### src/rtl/seg_scanner.sv
// seg_scanner: bus-programmable multiplexed 7-segment driver.
// Raw mode drives the RAW register straight to the pins. Scan mode steps
// through the digit buffer, one digit per PRESCALE clocks, and blanks the
// first DEAD clocks of every slot to avoid ghosting.
//
// Bus handshake: a cycle is requested while CYC_I and STB_I are both high.
// The block answers with a single-cycle ACK_O on the next edge. That same
// edge commits a write and registers read data. ACK_O toggles low after
// every acknowledge, so a strobe held high is answered on alternate cycles.
// DAT_O is zero whenever ACK_O is low.
module seg_scanner #(
    parameter int DIGITS   = 4,
    parameter int PRESCALE = 50000,
    parameter int DEAD     = 8
) (
    input  logic              CLK_I,
    input  logic              RES_I,
    input  logic [2:0]        ADR_I,
    input  logic              WE_I,
    input  logic              CYC_I,
    input  logic              STB_I,
    input  logic [1:0]        SEL_I,
    input  logic [15:0]       DAT_I,
    output logic [15:0]       DAT_O,
    output logic              ACK_O,
    output logic [7:0]        SEG_O,
    output logic [DIGITS-1:0] AN_O
);

    localparam int              PW       = (PRESCALE > 1) ? $clog2(PRESCALE) : 1;
    localparam logic [PW-1:0]   P_LAST   = PW'(PRESCALE - 1);
    localparam logic [PW-1:0]   P_DEAD   = PW'(DEAD);
    localparam logic [2:0]      IDX_LAST = 3'(DIGITS - 1);

    // Control and display state
    logic              r_mode;
    logic              r_blank;
    logic [7:0]        r_raw_seg;
    logic [DIGITS-1:0] r_raw_an;
    // Eight slots so any address decodes; slots at or above DIGITS stay zero
    logic [7:0]        r_buf [0:7];
    logic [PW-1:0]     r_presc;
    logic [2:0]        r_idx;
    logic              r_ack;
    logic [15:0]       r_dat;
    logic [7:0]        r_seg;
    logic [DIGITS-1:0] r_an;

    logic              w_acc;
    logic              w_wr;
    logic              w_mode_chg;
    logic              w_dead;
    logic [15:0]       w_rdata;
    logic [DIGITS-1:0] w_an_onehot;

    assign w_acc       = ~r_ack & CYC_I & STB_I;
    assign w_wr        = w_acc & WE_I;
    // Only a CTRL write that actually flips MODE restarts the scan
    assign w_mode_chg  = w_wr & (ADR_I == 3'd0) & SEL_I[0] & (DAT_I[0] != r_mode);
    assign w_dead      = r_mode & (r_presc < P_DEAD);
    assign w_an_onehot = DIGITS'(1) << r_idx;

    assign ACK_O = r_ack;
    assign DAT_O = r_dat;
    assign SEG_O = r_seg;
    assign AN_O  = r_an;

    // Read-data decode from the current (pre-edge) register contents
    always_comb begin
        w_rdata = '0;
        case (ADR_I)
            3'd0: w_rdata[1:0] = {r_blank, r_mode};
            3'd1: begin
                w_rdata[7:0]        = r_raw_seg;
                w_rdata[8 +: DIGITS] = r_raw_an;
            end
            3'd2: w_rdata[3:0] = {w_dead, r_idx};
            3'd4, 3'd5, 3'd6, 3'd7:
                w_rdata = {r_buf[{ADR_I[1:0], 1'b1}], r_buf[{ADR_I[1:0], 1'b0}]};
            default: w_rdata = '0;
        endcase
    end

    // Bus acknowledge, read data and register writes; reset drops any cycle
    always_ff @(posedge CLK_I) begin
        if (RES_I) begin
            r_ack     <= 1'b0;
            r_dat     <= '0;
            r_mode    <= 1'b0;
            r_blank   <= 1'b0;
            r_raw_seg <= 8'hFF;
            r_raw_an  <= '1;
            for (int d = 0; d < 8; d++) r_buf[d] <= 8'h00;
        end else begin
            r_ack <= w_acc;
            r_dat <= (w_acc & ~WE_I) ? w_rdata : 16'h0000;
            if (w_wr) begin
                case (ADR_I)
                    3'd0: begin
                        if (SEL_I[0]) begin
                            r_mode  <= DAT_I[0];
                            r_blank <= DAT_I[1];
                        end
                    end
                    3'd1: begin
                        if (SEL_I[0]) r_raw_seg <= DAT_I[7:0];
                        if (SEL_I[1]) r_raw_an  <= DAT_I[8 +: DIGITS];
                    end
                    3'd4, 3'd5, 3'd6, 3'd7: begin
                        for (int d = 0; d < DIGITS; d++) begin
                            if (d / 2 == int'(ADR_I[1:0])) begin
                                if (d % 2 == 0) begin
                                    if (SEL_I[0]) r_buf[d] <= DAT_I[7:0];
                                end else begin
                                    if (SEL_I[1]) r_buf[d] <= DAT_I[15:8];
                                end
                            end
                        end
                    end
                    default: ;
                endcase
            end
        end
    end

    // Slot prescaler and digit index; held at zero in raw mode
    always_ff @(posedge CLK_I) begin
        if (RES_I || w_mode_chg || !r_mode) begin
            r_presc <= '0;
            r_idx   <= 3'd0;
        end else if (r_presc == P_LAST) begin
            r_presc <= '0;
            r_idx   <= (r_idx == IDX_LAST) ? 3'd0 : r_idx + 3'd1;
        end else begin
            r_presc <= r_presc + PW'(1);
        end
    end

    // Registered pin drive: lamp test on reset, then blank/raw/scan selection
    always_ff @(posedge CLK_I) begin
        if (RES_I) begin
            r_seg <= 8'hFF;
            r_an  <= '1;
        end else if (r_blank) begin
            r_seg <= 8'h00;
            r_an  <= '0;
        end else if (!r_mode) begin
            r_seg <= r_raw_seg;
            r_an  <= r_raw_an;
        end else if (w_dead) begin
            r_seg <= 8'h00;
            r_an  <= '0;
        end else begin
            r_seg <= r_buf[r_idx];
            r_an  <= w_an_onehot;
        end
    end

endmodule

### config.mk
export PLATFORM = sky130hd
export DESIGN_NAME = seg_scanner
export DESIGN_NICKNAME = d
export VERILOG_FILES = /design/src/rtl/seg_scanner.sv
export SDC_FILE = /design/constraint.sdc
export NUM_CORES = 1
export LEC_CHECK = 0
export BUFFER_PORTS_ARGS = -buffer_cell sky130_fd_sc_hd__buf_2
export CORE_UTILIZATION = 43
export DETAILED_ROUTE_END_ITERATION = 6
export MAX_ROUTING_LAYER = met4
export PLACE_DENSITY = 0.68
export SLEW_MARGIN = 20
export SYNTH_ARGS = -nofsm -noshare
export SYNTH_HDL_FRONTEND = slang
export SYNTH_SLANG_ARGS = --single-unit
### constraint.sdc
create_clock -name CLK_I -period 2 [get_ports CLK_I]
set_input_delay 0.4 -clock CLK_I [delete_from_list [all_inputs] [get_ports CLK_I]]
set_output_delay 0.4 -clock CLK_I [all_outputs]
set_load 0.1 [all_outputs]
==> key figures, run 1 <==
Global route
  – Initial antenna violation count: 0
  – Largest net degree at the start of global routing: 24
  – Gr ovfl total: 0
  – First-pass GRT wire length: between 15 and 20 mm
  – Total Routing Usage GR: 20.1%
  – Vias in the first global route: about 3000

Place
  – HPWL after detailed placement: 7.40 mm
  – Cells after DPL: 571
  – RePlAce Congestion: between 0.8 and 0.9
  – Input/output buffers: 54

Pwr
  – Net Switching: a little over 0.0008 W
  – Clock power share: 32.9%
  – LEAKAGE: 1.96 nW
  – Gate power share: 6.9%
  – Switching portion of total power: 24.0%
  – Sequential fraction of design power: 60.2%
  – Pint: between 0.002 and 0.003 W
  – Highest ir drop seen on vdd: 0.274 mV
  – Power per cell area: approximately 700 nW/um2

Worst setup path
  – Crit end category: flop
  – Critical path class: flop to flop
  – Critical Path AT: 2.18 ns
  – Slowest cell on the critical path: or3_2
  – CP delay by family, top: simple AND/OR/NAND/NOR gates
  – WP data required: 2.25 ns
  – Max stage delay on crit path: 0.53 ns
  – WP buf/inv: 1
  – Worst-path maximum fanout: 8
  – Cell Chain, Critical Path: or3_2 -> nor4_4 -> buf_4 -> nor3_4 -> a221o_2
  – Startpoint types: flop

Synthesis
  – Cells after Synth: 380
  – Synth async-reset ratio: 0%
  – Main combinational cell family by area after synthesis: simple AND/OR/NAND/NOR gates
  – Leading area contributor after synthesis: dfxtp_1
  – Syn nets: 411
  – Largest cells by area after synthesis: dfxtp_1, edfxtp_1, nor2_1
  – Post-synthesis sequential area ratio: 52.4%
  – Synth Area in Compound Gates: 10.1%
  – Adder-cell area share of the yosys netlist: 1.45%
  – Post-synthesis mux area share: about a tenth
  – Cell variety after synth: 56
  – Synth top area share: 30.1%
  – Syn_area_per_cell: 11.4 um2
  – Simple logic cell fraction of the synthesized area: about a fifth
  – Post-synthesis xor/xnor area fraction: 2.64%
  – Mapped cell area: 4320 um2
  – Number of synthesized register bits: 97
  – Post-synth top flop: dfxtp_1
  – Yosys warns: 0
  – EDFF count, synth: 32

Cells and area
  – Final Net Count: 482
  – Layout cells sized above 1: 28.5%
  – Ant diodes: 0
  – Non-Filler Instances: 589
  – Filler cell count: 902
  – Layout area overhead: 15.7%

Route
  – Post-route ant nets: 0
  – DRT iter0 DRCs: 150
  – Vias per cell: 5.32
  – DR vias: 3133
  – Detailed Routing Iterations Pass 1: 4
  – DR WL/cell: ~17 um
  – Final WL: 9.77 mm
  – DRC: 0

Clock network
  – Clk sinks: between 90 and 100
  – CTS buffer count: 9
  – Reg clk slew, reported paths: ~0.09 ns
  – H-tree levels: 3
  – CTS tree: done
  – Clk buf depth: 2
  – Clock tree root buffer cell: clkbuf_8
  – Clk_lat worst skew: 0.37 ns

STA
  – Worst slew pin tran: 0.493 ns
  – Setup Skew: 0.0130 ns
  – RSZ-0062 raised after global routing: false
  – Max Slew Vio Count: 0
  – Final number of hold-violating endpoints: 0
  – Setup TNS: 0 ns
  – FMAX: 0.516 GHz
  – Fin crit share: 97.0%
  – Min cycle time layout: 1.94 ns
  – Slew HR: 67.4%
  – # setup viols final: 0

Die
  – Core area: 9770 um2
  – Chip width: 102 um
  – Die area: 10400 um2
  – Initial Util: 44.2%
  – # rows: 36
  – Top-level port count: 55
  – Chip height: just over 100 um

Hold path
  – Worst Hold Class: input port to flop

Flow run
  – Max Cap Viol: 0

Status
  – Outcome: finished clean
[cells in the mapped netlist, types with 2 or more instances]
cell,n
a211o_1,12
a21boi_0,2
a21oi_1,8
a221o_1,3
a221o_2,8
a22oi_1,11
and2_1,25
and3_1,3
and4_1,4
clkbuf_1,11
clkbuf_8,5
dfxtp_1,65
edfxtp_1,32
ha_1,5
inv_1,17
mux2_2,10
mux2i_1,10
mux4_1,6
nand2_1,7
nand2b_1,3
nand3_1,10
nand4_1,6
nor2_1,49
nor2b_1,4
nor3_1,7
nor4_1,8
o21bai_1,4
o31ai_1,2
or2_2,4
or3_2,2
xnor2_1,2
xor2_1,11
[layer usage]
metal	GRT usage [%]	vias up	wire length (um)
met5	-	-	0
met3	4.51	16	446
met2	31.6	77	4670
li1	-	1522	-
met1	25.0	1518	4470
met4	8.24	0	183
[cell usage in the layout (no fill, tap or decap), types with 7 or more instances in the layout]
cell | netlist | layout
a21oi_1 | 8 | 8
nor2_1 | 49 | 49
mux2_2 | 10 | 10
edfxtp_1 | 32 | 32
inv_1 | 17 | 17
and2_1 | 25 | 25
a221o_2 | 8 | 8
buf_4 | 1 | 28
nand2_1 | 7 | 7
xor2_1 | 11 | 11
nand3_1 | 10 | 10
buf_2 | 1 | 54
nor4_1 | 8 | 8
clkbuf_8 | 5 | 10
dfxtp_1 | 65 | 64
mux2i_1 | 10 | 10
nor3_1 | 7 | 7
a211o_1 | 12 | 12
a22oi_1 | 11 | 11
[final timing paths]
path / start / slack, ns / cells after the start / endpoint
setup / recovery: r_presc[14]$_SDFF_PP0_ / 0.06 / 5 / SEG_O[0]$_SDFF_PP1_
setup reg to reg: r_presc[14]$_SDFF_PP0_ / 0.06 / 5 / SEG_O[0]$_SDFF_PP1_
hold / removal: STB_I / 0.26 / 3 / ACK_O$_SDFF_PP0_
hold reg to reg: r_presc[0]$_SDFF_PP0_ / 0.48 / 1 / r_presc[0]$_SDFF_PP0_
[sequential cells by signal (all words and copies together) (netlist names), named ones only]
name       flops
DAT_O         16
r_idx          3
ACK_O          1
AN_O           4
SEG_O          8
r_raw_an       4
r_mode         1
r_presc       16
r_raw_seg      8
r_buf         32
r_blank        1
[stage by stage]
stage	utilization [%]	area, um2	hold WS [ns]	total power (W)	worst slack, ns
floorplan	-	4320	0.433	0.00228	-0.0474
global placement	49.1	4800	0.448	0.00236	0.0836
detailed placement	49.1	4800	0.461	0.00236	0.0440
CTS	50.9	4970	0.251	0.00348	0.0162
global route	51.1	5000	0.271	0.00358	0.0222
finish	51.1	5000	0.264	0.00346	0.0602
[final cells by class]
type | instances | area, um2 | area share [%]
Tap cell | 133 | 166 | 3.33
Clock buffer | 11 | 141 | 2.83
Multi-Input combinational cell | 244 | 1850 | 37.0
Inverter | 17 | 63.8 | 1.28
Timing Repair Buffer | 82 | 480 | 9.62
Sequential cell | 97 | 2270 | 45.4
Clock inverter | 5 | 31.3 | 0.626
[worst min-delay path, cell delays in order]
cell and delay [ns]:
buf_2 0.12, nand2_1 0.06, nor2_1 0.03
[what timing repair did]
action | CTS | global route
buffers inserted | 0 | 2
gates resized for setup | 0 | 2
hold buffers | 0 | 0
endpoints found under the setup margin | 0 | 9
[logic make-up after synthesis]
family	Yosys count
adder cells (fa/ha/maj)	5
AO/OA/AOI/OAI	53
AND/OR/NAND/NOR	145
multiplexers	28
XOR/XNOR	13
buffers and inverters	39
flip-flops	97
[power by group through the flow]
stage                     Clock (W)  Combinational [W]  Sequential [W]
after floorplan                   0           0.000122         0.00216
after global placement            0           0.000233         0.00213
after detailed placement          0           0.000237         0.00213
after CTS                   0.00116           0.000238         0.00208
after global routing        0.00124           0.000256         0.00209
final                       0.00114           0.000238         0.00208
Note: power is estimated with default switching activity, not from simulation.
==> inputs of run 2 (changes only) <==
--- a/config.mk
+++ b/config.mk
@@ -5,11 +5,12 @@
 export SDC_FILE = /design/constraint.sdc
 export NUM_CORES = 1
 export LEC_CHECK = 0
+export ABC_AREA = 1
 export BUFFER_PORTS_ARGS = -buffer_cell sky130_fd_sc_hd__buf_2
 export CORE_UTILIZATION = 43
 export DETAILED_ROUTE_END_ITERATION = 6
 export MAX_ROUTING_LAYER = met4
-export PLACE_DENSITY = 0.68
+export PLACE_DENSITY = 0.65
 export SLEW_MARGIN = 20
 export SYNTH_ARGS = -nofsm -noshare
 export SYNTH_HDL_FRONTEND = slang
==> constraint.sdc (replaced) <==
create_clock -name CLK_I -period 2.1 [get_ports CLK_I]
set_input_delay 0.42 -clock CLK_I [delete_from_list [all_inputs] [get_ports CLK_I]]
set_output_delay 0.42 -clock CLK_I [all_outputs]
set_load 0.1 [all_outputs]
==> key figures, run 2 <==
Status
  – Outcome: finished clean

Synthesis
  – Top cells by count, synth: nand2_1, nor2_1, dfxtp_1
  – Syn_area_per_cell: 7.79 um2
  – EDFF count, synth: 32
  – Synth top area share: 29.5%
  – Post-synthesis sequential area ratio: around half
  – Largest cells by area after synthesis: dfxtp_1, edfxtp_1, nand2_1
  – Most frequent cell after synthesis: nand2_1
  – Leading area contributor after synthesis: dfxtp_1
  – Number of synthesized register bits: 97
  – Synth async-reset ratio: 0%
  – Post-synth top flop: dfxtp_1
  – Mapped cell area: ~4400 um2
  – Cells after Synth: 567
  – Syn nets: ~600
  – Yosys warns: 0
  – Cell variety after synth: 31

Place
  – Input/output buffers: 54
  – Setup slack at placement: 0.230 ns
  – HPWL after detailed placement: 8.84 mm
  – RePlAce Congestion: 0.906

Route
  – DR vias: 3875
  – Detailed Routing Iterations Pass 1: 5
  – DRC: 0
  – Final WL: between 10 and 15 mm
  – Post-route ant nets: 0
  – Vias per cell: roughly 5.1
  – DRT iter0 DRCs: 358
  – DR WL/cell: 14.8 um

Pwr
  – Highest ir drop seen on vdd: between 0.3 and 0.4 mV
  – Power per cell area: 648 nW/um2
  – LEAKAGE: 2.14 nW

Die
  – Initial Util: between 40% and 50%
  – # rows: 36
  – Top-level port count: between 50 and 60
  – Chip width: 103 um
  – Core area: 9860 um2
  – Chip height: 103 um
  – Die area: 10700 um2

Flow run
  – Max Cap Viol: 0

STA
  – Setup Skew: 0.0115 ns
  – Min cycle time layout: 1.66 ns
  – Setup ws final: approximately 0.44 ns
  – # setup viols final: 0
  – FMAX: 0.601 GHz
  – RSZ-0062 raised after global routing: false
  – Worst slew pin tran: around 0.54 ns
  – Setup TNS: 0 ns
  – Fin crit share: around 79%
  – Slew HR: 63.6%
  – Max Slew Vio Count: 0
  – Final number of hold-violating endpoints: 0

Worst setup path
  – Startpoint types: flop
  – WP data required: between 2 and 2.5 ns
  – Max stage delay on crit path: 0.31 ns
  – WP buf/inv: 2
  – CP delay by family, top: simple AND/OR/NAND/NOR gates
  – Cell Chain, Critical Path: inv_1 -> nand3_1 -> nor2_4 -> nand2_1 -> o21ai_0 -> buf_4
  – Slowest cell on the critical path: dfxtp_1
  – Crit end category: flop
  – Critical path class: flop to flop
  – Critical Path AT: 1.74 ns
  – Worst-path maximum fanout: 8

Cells and area
  – Final Net Count: 658
  – Filler cell count: 988
  – Layout cells sized above 1: between 10% and 20%
  – Ant diodes: 0
  – Commonest non-fill, non-tap cell in the layout: nand2_1
  – Layout area overhead: 13.6%
  – Most frequent cells in the layout: nand2_1, nor2_1, dfxtp_1
  – Reg with most FFs: r_buf
  – Max reg flops: 32

Clock network
  – H-tree levels: 3
  – CTS buffer count: 9
  – CTS tree: done
  – Post-CTS sizing: 0
  – Clk sinks: 97
  – Clk buf depth: 2
  – Setup repair bufs after CTS: 0
  – Clock tree root buffer cell: clkbuf_8
  – CTS Hold Bufs: 0
  – Clk_lat worst skew: approximately 0.37 ns
  – Reg clk slew, reported paths: 0.09 ns

Global route
  – Total Routing Usage GR: around a quarter
  – Gr ovfl total: 0
  – Initial antenna violation count: 0
  – Vias in the first global route: ~3500
  – First-pass GRT wire length: ~18 mm
  – Largest net degree at the start of global routing: 20

Hold path
  – Worst Hold Class: input port to flop
[run 2: cell count changes after synthesis, moves of 10 or more]
| cell | previous run | this run |
|---|---|---|
| nand2_1 | 7 | 158 |
| nor2_1 | 49 | 107 |
| inv_1 | 17 | 55 |
| and2_1 | 25 | 0 |
| nand3_1 | 10 | 34 |
| o21ai_0 | 0 | 18 |
| a211o_1 | 12 | 0 |
| o211ai_1 | 0 | 12 |
| mux2_2 | 10 | 0 |
| mux2i_1 | 10 | 0 |
[run 2: worst paths after layout]
kind | slack (ns) | startpoint | to | depth (start not counted)
setup reg to reg | 0.44 | ACK_O$_SDFF_PP0_ | r_buf[2][4]$_SDFFCE_PN0P_ | 6
setup / recovery | 0.44 | ACK_O$_SDFF_PP0_ | r_buf[2][4]$_SDFFCE_PN0P_ | 6
hold reg to reg | 0.46 | r_presc[0]$_SDFF_PP0_ | r_presc[0]$_SDFF_PP0_ | 1
hold / removal | 0.27 | DAT_I[1] | r_raw_seg[1]$_SDFFE_PP1P_ | 3
[run 2: worst reg2reg max path: cells and delay by family, from the launching register on]
family / cells / cell delay, ns
AOI/OAI and AO/OA: 1 / 0.21
buffers and inverters: 2 / 0.26
DFF: 1 / 0.31
and+or+nand+nor: 3 / 0.57
[run 2: cell type report]
cell class	instances	area (um2)	area share (%)
clock buffers	10	128	2.54
clock inverters	6	35.0	0.698
inverters	60	225	4.49
repair buffers	67	368	7.33
multi-input cells	392	1830	36.5
well taps	133	166	3.32
flip-flops and latches	97	2260	45.1
[run 2: kinds of logic (layout without fill, tap and decap cells)]
group	Yosys count	after routing	share of synthesized area (%)
compound gates	56	56	7.56
flops	97	97	51.2
fa+ha+maj	5	5	1.42
xor+xnor	10	10	1.98
simple gates	321	321	30.5
buf+inv	78	143	7.31
[run 2: routing by layer]
metal / GRT usage (%) / part of all wire, % / vias up
met5: - / 0 / -
met4: 7.91 / 1.5 / 0
met3: 4.50 / 6.8 / 14
met2: 34.5 / 45 / 132
met1: 32.1 / 47 / 1792
li1: - / - / 1937
[run 2: stage by stage]
stage | utilization, % | std cells | instance area (um2) | hold WS, ns | total power, W
4_1_cts | 50.9 | 765 | 5020 | 0.263 | 0.00326
5_1_grt | 50.9 | 765 | 5020 | 0.281 | 0.00337
3_3_place_gp | 49.2 | 749 | 4850 | 0.428 | 0.00223
2_1_floorplan | - | 567 | 4420 | 0.418 | 0.00215
6_report | 50.9 | 765 | 5020 | 0.270 | 0.00325
3_5_place_dp | 49.2 | 749 | 4850 | 0.441 | 0.00223
[run 2: power by group]
part | leakage, nW | internal (W) | switching, W
Clock | 0.0750 | 0.000421 | 0.000640
Sequential | 0.859 | 0.00196 | 0.0000214
Combinational | 1.20 | 0.0000573 | 0.000151
Total | 2.14 | 0.00244 | 0.000812
